**config.mk**
```make
export PLATFORM = sky130hd
export DESIGN_NAME = mul8u_share_arb
export DESIGN_NICKNAME = d
export VERILOG_FILES = /design/src/rtl/mul8u_share_arb.sv
export SDC_FILE = /design/constraint.sdc
export NUM_CORES = 1
export LEC_CHECK = 0
export CAP_MARGIN = 10
export CORE_MARGIN = 8
export CORE_UTILIZATION = 41
export DETAILED_ROUTE_END_ITERATION = 8
export PLACE_DENSITY = 0.81
export SYNTH_ARGS = -nofsm -noshare
export SYNTH_HDL_FRONTEND = slang
export SYNTH_SLANG_ARGS = --single-unit
```
**constraint.sdc**
```tcl
create_clock -name clk -period 2.6 [get_ports clk]
set_input_delay 0.65 -clock clk [delete_from_list [all_inputs] [get_ports clk]]
set_output_delay 0.65 -clock clk [all_outputs]
set_load 0.01 [all_outputs]
```
**src/rtl/mul8u_share_arb.sv**
```systemverilog
`default_nettype none
// ============================================================================
// mul8u_share_arb : round-robin time-sharing of one 8x8 unsigned multiplier
// Revision        : 1.0
// ============================================================================
module mul8u_share_arb #(
    parameter int N_REQ = 4,
    parameter int ID_W  = 2
) (
    input  logic                 clk,
    input  logic                 rst,
    input  logic [N_REQ-1:0]     req_valid,
    input  logic [8*N_REQ-1:0]   req_a,
    input  logic [8*N_REQ-1:0]   req_b,
    output logic [N_REQ-1:0]     req_ready,
    output logic [7:0]           mul_a,
    output logic [7:0]           mul_b,
    input  logic [15:0]          mul_o,
    output logic                 rsp_valid,
    input  logic                 rsp_ready,
    output logic [ID_W-1:0]      rsp_id,
    output logic [15:0]          rsp_prod,
    output logic                 busy,
    output logic [15:0]          ops_done
);

    localparam logic [1:0]  c_IDLE    = 2'd0;
    localparam logic [1:0]  c_CALC    = 2'd1;
    localparam logic [1:0]  c_RESP    = 2'd2;
    localparam logic [15:0] c_OPS_MAX = 16'hFFFF;

    logic [1:0]      r_state;
    logic [1:0]      w_state_nxt;
    logic [ID_W-1:0] r_last;
    logic [ID_W-1:0] r_cur_id;
    logic [ID_W:0]   w_sum;
    logic [ID_W-1:0] w_idx;
    logic            w_found;
    logic            w_slot;
    logic            w_grant;
    logic [7:0]      w_sel_a;
    logic [7:0]      w_sel_b;

    // Round-robin scan starting just after the previous winner.
    always_comb begin
        w_found = 1'b0;
        w_idx   = '0;
        w_sum   = '0;
        for (int k = 1; k <= N_REQ; k++) begin
            w_sum = {1'b0, r_last} + (ID_W+1)'(k);
            if (w_sum >= (ID_W+1)'(N_REQ)) begin
                w_sum = w_sum - (ID_W+1)'(N_REQ);
            end
            if (!w_found && req_valid[w_sum[ID_W-1:0]]) begin
                w_found = 1'b1;
                w_idx   = w_sum[ID_W-1:0];
            end
        end
    end

    assign w_slot  = !rst && ((r_state == c_IDLE) || ((r_state == c_RESP) && rsp_ready));
    assign w_grant = w_slot && w_found;
    assign w_sel_a = req_a[{w_idx, 3'b000} +: 8];
    assign w_sel_b = req_b[{w_idx, 3'b000} +: 8];

    always_ff @(posedge clk) begin
        if (rst) begin
            r_state <= c_IDLE;
        end else begin
            r_state <= w_state_nxt;
        end
    end

    always_comb begin
        w_state_nxt = r_state;
        case (r_state)
            c_IDLE:  w_state_nxt = w_grant ? c_CALC : c_IDLE;
            c_CALC:  w_state_nxt = c_RESP;
            c_RESP: begin
                if (rsp_ready) begin
                    w_state_nxt = w_grant ? c_CALC : c_IDLE;
                end
            end
            default: w_state_nxt = c_IDLE;
        endcase
    end

    always_comb begin
        req_ready = '0;
        if (w_grant) begin
            req_ready[w_idx] = 1'b1;
        end
        rsp_valid = (r_state == c_RESP);
        busy      = (r_state == c_CALC) || (r_state == c_RESP);
    end

    // Operand registers only load on a grant so the multiplier inputs stay quiet otherwise.
    always_ff @(posedge clk) begin
        if (rst) begin
            r_last   <= ID_W'(N_REQ - 1);
            r_cur_id <= '0;
            mul_a    <= '0;
            mul_b    <= '0;
            rsp_id   <= '0;
            rsp_prod <= '0;
            ops_done <= '0;
        end else begin
            if (w_grant) begin
                mul_a    <= w_sel_a;
                mul_b    <= w_sel_b;
                r_cur_id <= w_idx;
                r_last   <= w_idx;
            end
            if (r_state == c_CALC) begin
                rsp_prod <= mul_o;
                rsp_id   <= r_cur_id;
            end
            if ((r_state == c_RESP) && rsp_ready && (ops_done != c_OPS_MAX)) begin
                ops_done <= ops_done + 16'd1;
            end
        end
    end

endmodule
`default_nettype wire

```
==> run_results.csv, run 1 <==
group,metric,value,unit
power,p_comb_frac,0.401,
routing,via_per_inst,5.32,
floorplanning,rows,31,
global_routing,grt_first_pass_wirelength,15400,um
cts,clk_pin_slew_worst_paths,0.09,ns
synth,ys.flop_type,"dfxtp_1",
layout,area_growth,59.4,%
global_routing,grt-ovfl-total,0,
global_routing,track_usage,0.187,
outcome,status,"complete, no violations",
cts,cts_tree,"yes",
power,pwr-share-clk,0.188,
timing,tightest_slew,0.535,ns
synth,syn_nets,420,
placement,place_inst,581,
synth,synth-edff-count,0,
cts,clock_latency,0.31,ns
power,power_frac_seq,0.411,
floorplanning,start_util,0.417,
synth,async_reset_ff_frac,0,
timing,maxSlewHeadroom,0.642,
worst_hold_path,hp-class,"reg -> reg",
layout,fin_nets,583,
synth,netlist_top_cells_count,"dfxtp_1 (56), nor2_1 (42), mux2i_1 (36)",
synth,synth_top_area_cell,"dfxtp_1",
critical_path,arrival,1.89,ns
cts,cts_made_buffers,5,
synth,avgSynthCellArea,9.15,um2
timing,min_period_over_period,0.976,
layout,diodes,0,
timing,clock_skew,0.0102,ns
routing,routed_wl,9680,um
routing,ant_nets,0,
synth,seq_area_frac_synth,0.375,
cts,cts_buffer_depth,2,
placement,dp_hpwl,7610,um
critical_path,required,1.95,ns
timing,rsz0062_at_grt,"yes",
layout,layout.cells.non_filler,590,
timing,finalWorstSetupSlack,0.0629,ns
power,power_density,524,nW/um2
placement,post-place-ws,-0.607,ns
flow_run,drv_cap,0,
power,power.leakage,1.83,nW
synth,netlist_area,2990,um2
timing,fmax,394,MHz
layout,regArea,1120,um2
synth,yosysTopAreaCellShare,0.375,
floorplanning,die_area,10300,um2
timing,setup_viol,0,
placement,io_buffers,142,
timing,tns,0,ns
cts,clockRootBuffer,"clkbuf_8",
power,switching_share,0.313,
synth,synth_warnings,0,
routing,first_pass_iters,4,
global_routing,grt_start_max_net_pins,40,
power,p_int,1.72,mW
synth,yosysMostFrequentCell,"dfxtp_1",
routing,drc_errors,0,
power,ir_drop,0.236,mV
global_routing,antenna_found_initial,0,
critical_path,crit_type,"in -> out",
floorplanning,boundaryPins,143,
floorplanning,die_x,101,um
synth,ys_seq_elements,56,
global_routing,grt_pass1_vias,3243,
synth,synthCells,327,
timing,finalCriticalPeriod,2.54,ns
placement,place_congestion,0.864,
floorplanning,core-area,7180,um2
synth,yosys-top-cells-area,"dfxtp_1 (37%), mux2i_1 (12%), nor2_1 (5.3%)",
cts,numClockSinks,56,
floorplanning,dieHeight,101,um
critical_path,crit_path_end_kind,"primary output",
synth,synth.distinct_cells,45,
critical_path,path_max_fanout,4,
timing,final-hold-violation-count,0,
critical_path,start_kind,"primary input",
power,power_switching,0.781,mW
routing,post_drt_wl_per_cell,16.4,um
timing,slew_violations,0,
layout,final_layout_size_suffix_gt1_frac,0.122,
layout,nFillCells,587,
layout,multi_input_area,1770,um2
routing,drt_iter0_markers,70,
routing,vias,3140,
cts,htreeDepth,2,
cts,cts_hold_buffers,0,
[stage by stage]
step / hold slack (ns) / power, mW / area (um2) / utilization
after global placement: 0.454 / 2.03 / 4680 / 0.652
after global routing: 0.492 / 2.64 / 4770 / 0.665
after floorplan: 0.442 / 1.54 / 2990 / -
after detailed placement: 0.464 / 2.05 / 4680 / 0.652
final: 0.482 / 2.50 / 4770 / 0.665
after CTS: 0.480 / 2.53 / 4770 / 0.665
[power by group through the flow]
stage	Sequential [mW]	Combinational, mW	Clock [mW]
floorplan	1.08	0.459	0
global placement	1.04	0.985	0
detailed placement	1.05	1.00	0
CTS	1.03	1.01	0.490
global route	1.04	1.08	0.518
finish	1.03	1.00	0.470
[worst paths after layout]
check | start | end | slack (ns) | depth (start not counted)
min reg2reg | r_cur_id[1]$_SDFFE_PP0P_ | r_cur_id[1]$_SDFFE_PP0P_ | 0.48 | 2
min | r_cur_id[1]$_SDFFE_PP0P_ | r_cur_id[1]$_SDFFE_PP0P_ | 0.48 | 2
max reg2reg | r_state[1]$_SDFFE_PP0P_ | mul_b[6]$_SDFFE_PP0P_ | 0.48 | 10
max | req_valid[3] | req_ready[3] | 0.06 | 7
[cell type report]
type,instances,share of cell area
multi-input combinational,247,0.372
timing repair buffer,175,0.345
sequential,56,0.235
tap,99,0.0260
clock buffer,7,0.0160
inverter,5,0.00393
clock inverter,1,0.00184
[cells by family after synthesis]
kind of cell | Yosys count | share of synthesized area
adder cells (fa/ha/maj) | 6 | 0.0251
buffers and inverters | 24 | 0.0414
AND/OR/NAND/NOR | 118 | 0.199
flip-flops | 56 | 0.375
AO/OA/AOI/OAI | 74 | 0.201
multiplexers | 36 | 0.120
XOR/XNOR | 13 | 0.0380
[repair_timing]
item                                    4_1_cts  5_1_grt
gates cloned                                  0        0
endpoints found under the setup margin        4        1
hold endpoints to repair                      0        0
pin swaps                                     4        0
setup buffers                                 1        0
gates resized for setup                      28        0
[per-layer routing]
metal  GRT usage  share of wire  up-vias
met5           0              0        -
met4      0.0790          0.029        0
met3      0.0804           0.11       16
met2       0.313           0.47      162
met1       0.203           0.39     1437
li1            -              -     1525
[worst max-delay path: stages]
cell and delay [ns]:
dlygate4sd2_1 0.27, nor2b_1 0.16, or3_4 0.39, buf_4 0.15, nand3_2 0.08, nor2_1 0.04
buf_2 0.15
[registers in the layout, indices dropped and copies added (netlist names)]
signal    count
rsp_prod     16
r_cur_id      2
mul_a         8
ops_done     16
mul_b         8
r_state       2
r_last        2
rsp_id        2
[placed cells by master (no fill, tap or decap), drive strengths merged]
cell,count
o31ai,17
o2111ai,3
buf,37
and4bb,1
nor2b,2
nand2,22
o21ai,5
and2,3
nand3,8
dfxtp,56
or3b,1
nand2b,4
mux2i,36
a21o,1
nand3b,1
a21oi,6
dlygate4sd2,5
a31oi,3
clkinv,1
o21a,1
o22a,1
a22o,1
clkbuf,7
nor3,5
inv,5
nand4b,1
xor2,10
ha,6
and3,3
nor2,42
o211ai,16
a311oi,1
clkdlybuf4s50,133
a21bo,17
a21boi,1
or3,3
a211oi,1
nand4,19
xnor2,3
and4,3
Note: power is estimated with default switching activity, not from simulation.
==> run 2: changes to the inputs <==
--- a/config.mk
+++ b/config.mk
@@ -9,6 +9,7 @@
 export CORE_MARGIN = 8
 export CORE_UTILIZATION = 41
 export DETAILED_ROUTE_END_ITERATION = 8
+export MAX_ROUTING_LAYER = met4
 export PLACE_DENSITY = 0.81
 export SYNTH_ARGS = -nofsm -noshare
 export SYNTH_HDL_FRONTEND = slang
==> run_results.csv, run 2 (same netlist as run 1, synthesis figures left out) <==
group,metric,value,unit
outcome,status,"complete, no violations",
routing,vias,3138,
power,power_frac_seq,0.411,
timing,setup_viol,0,
layout,reg.largest.list,"ops_done (16), rsp_prod (16)",
global_routing,grt_start_max_net_pins,40,
floorplanning,die_x,101,um
timing,tightest_slew,0.523,ns
timing,clock_skew,0.00906,ns
timing,final-hold-violation-count,0,
flow_run,drv_cap,0,
critical_path,start_kind,"primary input",
layout,final_layout_size_suffix_gt1_frac,0.122,
cts,numClockSinks,56,
power,p_int,1.72,mW
power,ir_drop,0.237,mV
cts,cts_tree,"yes",
routing,routed_wl,9680,um
timing,finalCriticalPeriod,2.54,ns
placement,io_buffers,142,
routing,ant_nets,0,
timing,tns,0,ns
timing,rsz0062_at_grt,"yes",
floorplanning,dieHeight,101,um
placement,post-place-ws,-0.607,ns
critical_path,required,1.95,ns
routing,drc_errors,0,
timing,min_period_over_period,0.976,
placement,place_congestion,0.878,
floorplanning,die_area,10300,um2
power,switching_share,0.313,
power,p_comb_frac,0.401,
timing,finalWorstSetupSlack,0.0627,ns
critical_path,crit_chain,"dlygate4sd2_1 > nor2b_1 > or3_4 > buf_4 > nand3_2 > nor2_1 > buf_2",
power,power.leakage,1.83,nW
routing,via_per_inst,5.32,
layout,diodes,0,
critical_path,crit_path_end_kind,"primary output",
power,fin_total_pwr,2.50,mW
critical_path,arrival,1.89,ns
power,power_switching,0.781,mW
cts,cts_made_buffers,5,
cts,clockRootBuffer,"clkbuf_8",
cts,cts_buffer_depth,2,
layout,layout_common_cells,"clkdlybuf4s50_1 (133), dfxtp_1 (56), nor2_1 (40)",
global_routing,grt_first_pass_wirelength,15400,um
global_routing,antenna_found_initial,0,
placement,dp_hpwl,7610,um
floorplanning,boundaryPins,143,
timing,maxSlewHeadroom,0.650,
power,power_density,524,nW/um2
timing,fmax,394,MHz
layout,area_growth,59.4,%
global_routing,grt_pass1_vias,3262,
floorplanning,rows,31,
power,pwr-share-clk,0.188,
floorplanning,core-area,7180,um2
critical_path,cp_slowest_cell,"or3_4",
global_routing,grt-ovfl-total,0,
critical_path,path_max_fanout,4,
cts,clk_pin_slew_worst_paths,0.09,ns
worst_hold_path,hp-class,"reg -> reg",
cts,htreeDepth,2,
cts,clock_latency,0.31,ns
layout,fin_nets,583,
critical_path,crit_type,"in -> out",
layout,utilization,0.665,
routing,post_drt_wl_per_cell,16.4,um
timing,slew_violations,0,
routing,first_pass_iters,4,
global_routing,track_usage,0.193,
layout,layout_commonest_cell,"clkdlybuf4s50_1",
critical_path,cpPeakStageDelay,0.39,ns
floorplanning,start_util,0.417,
routing,drt_iter0_markers,73,
==> run 2: cell counts in the layout (fill, tap and decap cells not counted) <==
No cell type changed its count.
==> run 2: critical path: cells and delay by family <==
family        cells  cell delay (ns)
simple gates      4             0.67
buf+inv           3             0.57
==> run 2: cell type report <==
cell class,instances,area (um2)
Clock buffer,7,76.3
Clock inverter,1,8.76
Fill cell,587,2410
Inverter,5,18.8
Multi-Input combinational cell,247,1770
Sequential cell,56,1120
Tap cell,99,124
Timing Repair Buffer,175,1650
==> run 2: final timing paths <==
check                                         startpoint                       end  slack, ns  cells past startpoint
worst min register to register  r_cur_id[1]$_SDFFE_PP0P_  r_cur_id[1]$_SDFFE_PP0P_       0.48                      2
worst max-delay path                        req_valid[3]              req_ready[3]       0.06                      7
worst min-delay path            r_cur_id[1]$_SDFFE_PP0P_  r_cur_id[1]$_SDFFE_PP0P_       0.48                      2
worst max register to register   r_state[1]$_SDFFE_PP0P_     mul_b[6]$_SDFFE_PP0P_       0.49                     10
==> run 2: timing repair <==
item                                    4_1_cts  5_1_grt
setup buffers                                 1        0
endpoints found under the setup margin        4        1
resized for setup                            28        0
pin swaps                                     4        0
hold buffers                                  0        0
==> run 2: metal layers <==
metal / vias up / global-route usage / routed length [um] / share of wire
li1: 1524 / - / - / -
met1: 1433 / 0.216 / 3930 / 0.41
met2: 165 / 0.313 / 4550 / 0.47
met3: 16 / 0.0577 / 907 / 0.094
met4: 0 / 0.0790 / 285 / 0.029
met5: - / - / 0 / 0
==> run 2: power by group through the flow <==
stage | Sequential [mW] | Clock [mW] | Combinational (mW)
6_report | 1.03 | 0.469 | 1.00
5_1_grt | 1.04 | 0.518 | 1.08
4_1_cts | 1.03 | 0.490 | 1.01
3_5_place_dp | 1.05 | 0 | 1.00
3_3_place_gp | 1.04 | 0 | 0.985
2_1_floorplan | 1.08 | 0 | 0.459
==> run 2: through the flow <==
stage	instance area (um2)	hold WS (ns)	std cells
floorplan	2990	0.442	327
global placement	4680	0.454	581
detailed placement	4680	0.464	581
CTS	4770	0.480	590
global route	4770	0.492	590
finish	4770	0.482	590
==> run 3: changes to the inputs <==
--- a/config.mk
+++ b/config.mk
@@ -7,10 +7,10 @@
 export LEC_CHECK = 0
 export CAP_MARGIN = 10
 export CORE_MARGIN = 8
-export CORE_UTILIZATION = 41
+export CORE_UTILIZATION = 35
 export DETAILED_ROUTE_END_ITERATION = 8
 export MAX_ROUTING_LAYER = met4
-export PLACE_DENSITY = 0.81
+export PLACE_DENSITY = 0.7
 export SYNTH_ARGS = -nofsm -noshare
 export SYNTH_HDL_FRONTEND = slang
 export SYNTH_SLANG_ARGS = --single-unit
==> run_results.csv, run 3 (same netlist as run 1, synthesis figures left out) <==
group,metric,value,unit
timing,min_period_over_period,0.983,
cts,htreeDepth,2,
power,p_comb_frac,0.401,
layout,area_growth,61.2,%
timing,setup_viol,0,
timing,rsz0062_at_grt,"no",
critical_path,cp_slowest_cell,"a211oi_4",
layout,diodes,0,
placement,placed_area,4690,um2
timing,slew_violations,0,
cts,cts_made_buffers,5,
worst_hold_path,hp-class,"reg -> reg",
placement,dp_hpwl,7840,um
critical_path,required,1.95,ns
critical_path,crit_chain,"dlygate4sd2_1 > nor2_2 > a211oi_4 > a21boi_4 > and2_4 > buf_2",
routing,post_drt_wl_per_cell,16.7,um
timing,clock_skew,0.0141,ns
power,ir_drop,0.280,mV
routing,first_pass_iters,5,
power,pwr-share-clk,0.198,
timing,final-hold-violation-count,0,
layout,fin_nets,584,
global_routing,grt_pass1_vias,3219,
routing,drc_errors,0,
layout,layout_common_cells,"clkdlybuf4s50_1 (132), dfxtp_1 (56), nor2_1 (39)",
power,switching_share,0.315,
global_routing,grt-ovfl-total,0,
critical_path,arrival,1.90,ns
cts,clock_latency,0.31,ns
power,power.leakage,1.86,nW
global_routing,grt_start_max_net_pins,40,
cts,clockRootBuffer,"clkbuf_8",
flow_run,drv_cap,0,
critical_path,start_kind,"primary input",
global_routing,track_usage,0.172,
floorplanning,die_area,11800,um2
layout,layout_commonest_cell,"clkdlybuf4s50_1",
critical_path,path_max_fanout,4,
cts,cts_buffer_depth,2,
power,power_frac_seq,0.401,
routing,drt_iter0_markers,118,
timing,tightest_slew,0.446,ns
layout,reg.largest.list,"ops_done (16), rsp_prod (16)",
layout,final_layout_size_suffix_gt1_frac,0.146,
floorplanning,dieHeight,108,um
timing,finalCriticalPeriod,2.55,ns
timing,maxSlewHeadroom,0.701,
cts,cts_tree,"yes",
floorplanning,rows,33,
power,fin_total_pwr,2.56,mW
global_routing,antenna_found_initial,0,
floorplanning,die_x,108,um
routing,ant_nets,0,
routing,routed_wl,9960,um
cts,cts_hold_buffers,0,
floorplanning,core-area,8260,um2
timing,fmax,391,MHz
floorplanning,boundaryPins,143,
outcome,status,"complete, no violations",
placement,io_buffers,142,
critical_path,crit_type,"in -> out",
power,power_switching,0.807,mW
critical_path,cpPeakStageDelay,0.33,ns
cts,numClockSinks,56,
global_routing,grt_first_pass_wirelength,15800,um
critical_path,crit_path_end_kind,"primary output",
floorplanning,start_util,0.362,
power,power_density,532,nW/um2
cts,clk_pin_slew_worst_paths,0.11,ns
routing,via_per_inst,5.23,
timing,hold_ws,0.481,ns
power,p_int,1.76,mW
placement,place_congestion,0.866,
layout,fin_area,4820,um2
routing,vias,3123,
-- run 3: cell types whose count changed in the layout (fill, tap and decap cells not counted), moves of 2 or more --
cell      change
buf_2         +2
buf_4         -2
clkbuf_1      -2
clkbuf_2      +2
nor2b_1       -2
-- run 3: timing repair --
action                                  4_1_cts  5_1_grt
setup buffers                                 0        1
endpoints found under the setup margin        4        3
pin swaps                                     7        3
gates cloned                                  0        0
gates resized for setup                      35        7
-- run 3: worst paths after layout --
path | startpoint | end | slack, ns | cells past startpoint
setup / recovery | req_valid[0] | req_ready[0] | 0.05 | 6
hold / removal | r_cur_id[1]$_SDFFE_PP0P_ | r_cur_id[1]$_SDFFE_PP0P_ | 0.48 | 2
setup reg to reg | r_state[1]$_SDFFE_PP0P_ | ops_done[13]$_SDFFE_PP0P_ | 0.67 | 7
hold reg to reg | r_cur_id[1]$_SDFFE_PP0P_ | r_cur_id[1]$_SDFFE_PP0P_ | 0.48 | 2
-- run 3: area by class of cell --
cell class / instances / area [um2]
Fill cell: 741 / 3430
Multi-Input combinational cell: 247 / 1810
Timing Repair Buffer: 176 / 1650
Sequential cell: 56 / 1120
Tap cell: 105 / 131
Clock buffer: 6 / 82.6
Inverter: 5 / 18.8
Clock inverter: 2 / 13.8
-- run 3: power groups by stage --
| stage | clock network (mW) | logic [mW] | registers [mW] |
|---|---|---|---|
| floorplan | 0 | 0.459 | 1.08 |
| global placement | 0 | 1.01 | 1.04 |
| detailed placement | 0 | 1.02 | 1.05 |
| CTS | 0.532 | 1.03 | 1.03 |
| global route | 0.569 | 1.11 | 1.04 |
| finish | 0.509 | 1.03 | 1.03 |
-- run 3: metal layers --
metal  track usage  part of all wire  vias to the layer above
met1         0.187              0.41                     1435
li1              -                 -                     1524
met3        0.0648              0.10                       11
met4        0.0469             0.014                        0
met5             -                 0                        -
met2         0.286              0.48                      153
-- run 3: per-stage QoR --
stage / TNS [ns] / worst slack [ns] / util / instances
6_report: 0 / 0.0450 / 0.584 / 597
4_1_cts: 0 / 0.0146 / 0.583 / 596
2_1_floorplan: 0 / 0.168 / - / 327
5_1_grt: 0 / 0.00799 / 0.584 / 597
3_5_place_dp: -2.64 / -0.710 / 0.568 / 588
3_3_place_gp: -2.48 / -0.638 / 0.568 / 588
-- run 3: worst max-delay path, delay by kind of cell --
kind,cells,cell delay (ns)
compound gates,2,0.61
buf+inv,2,0.40
simple gates,2,0.25
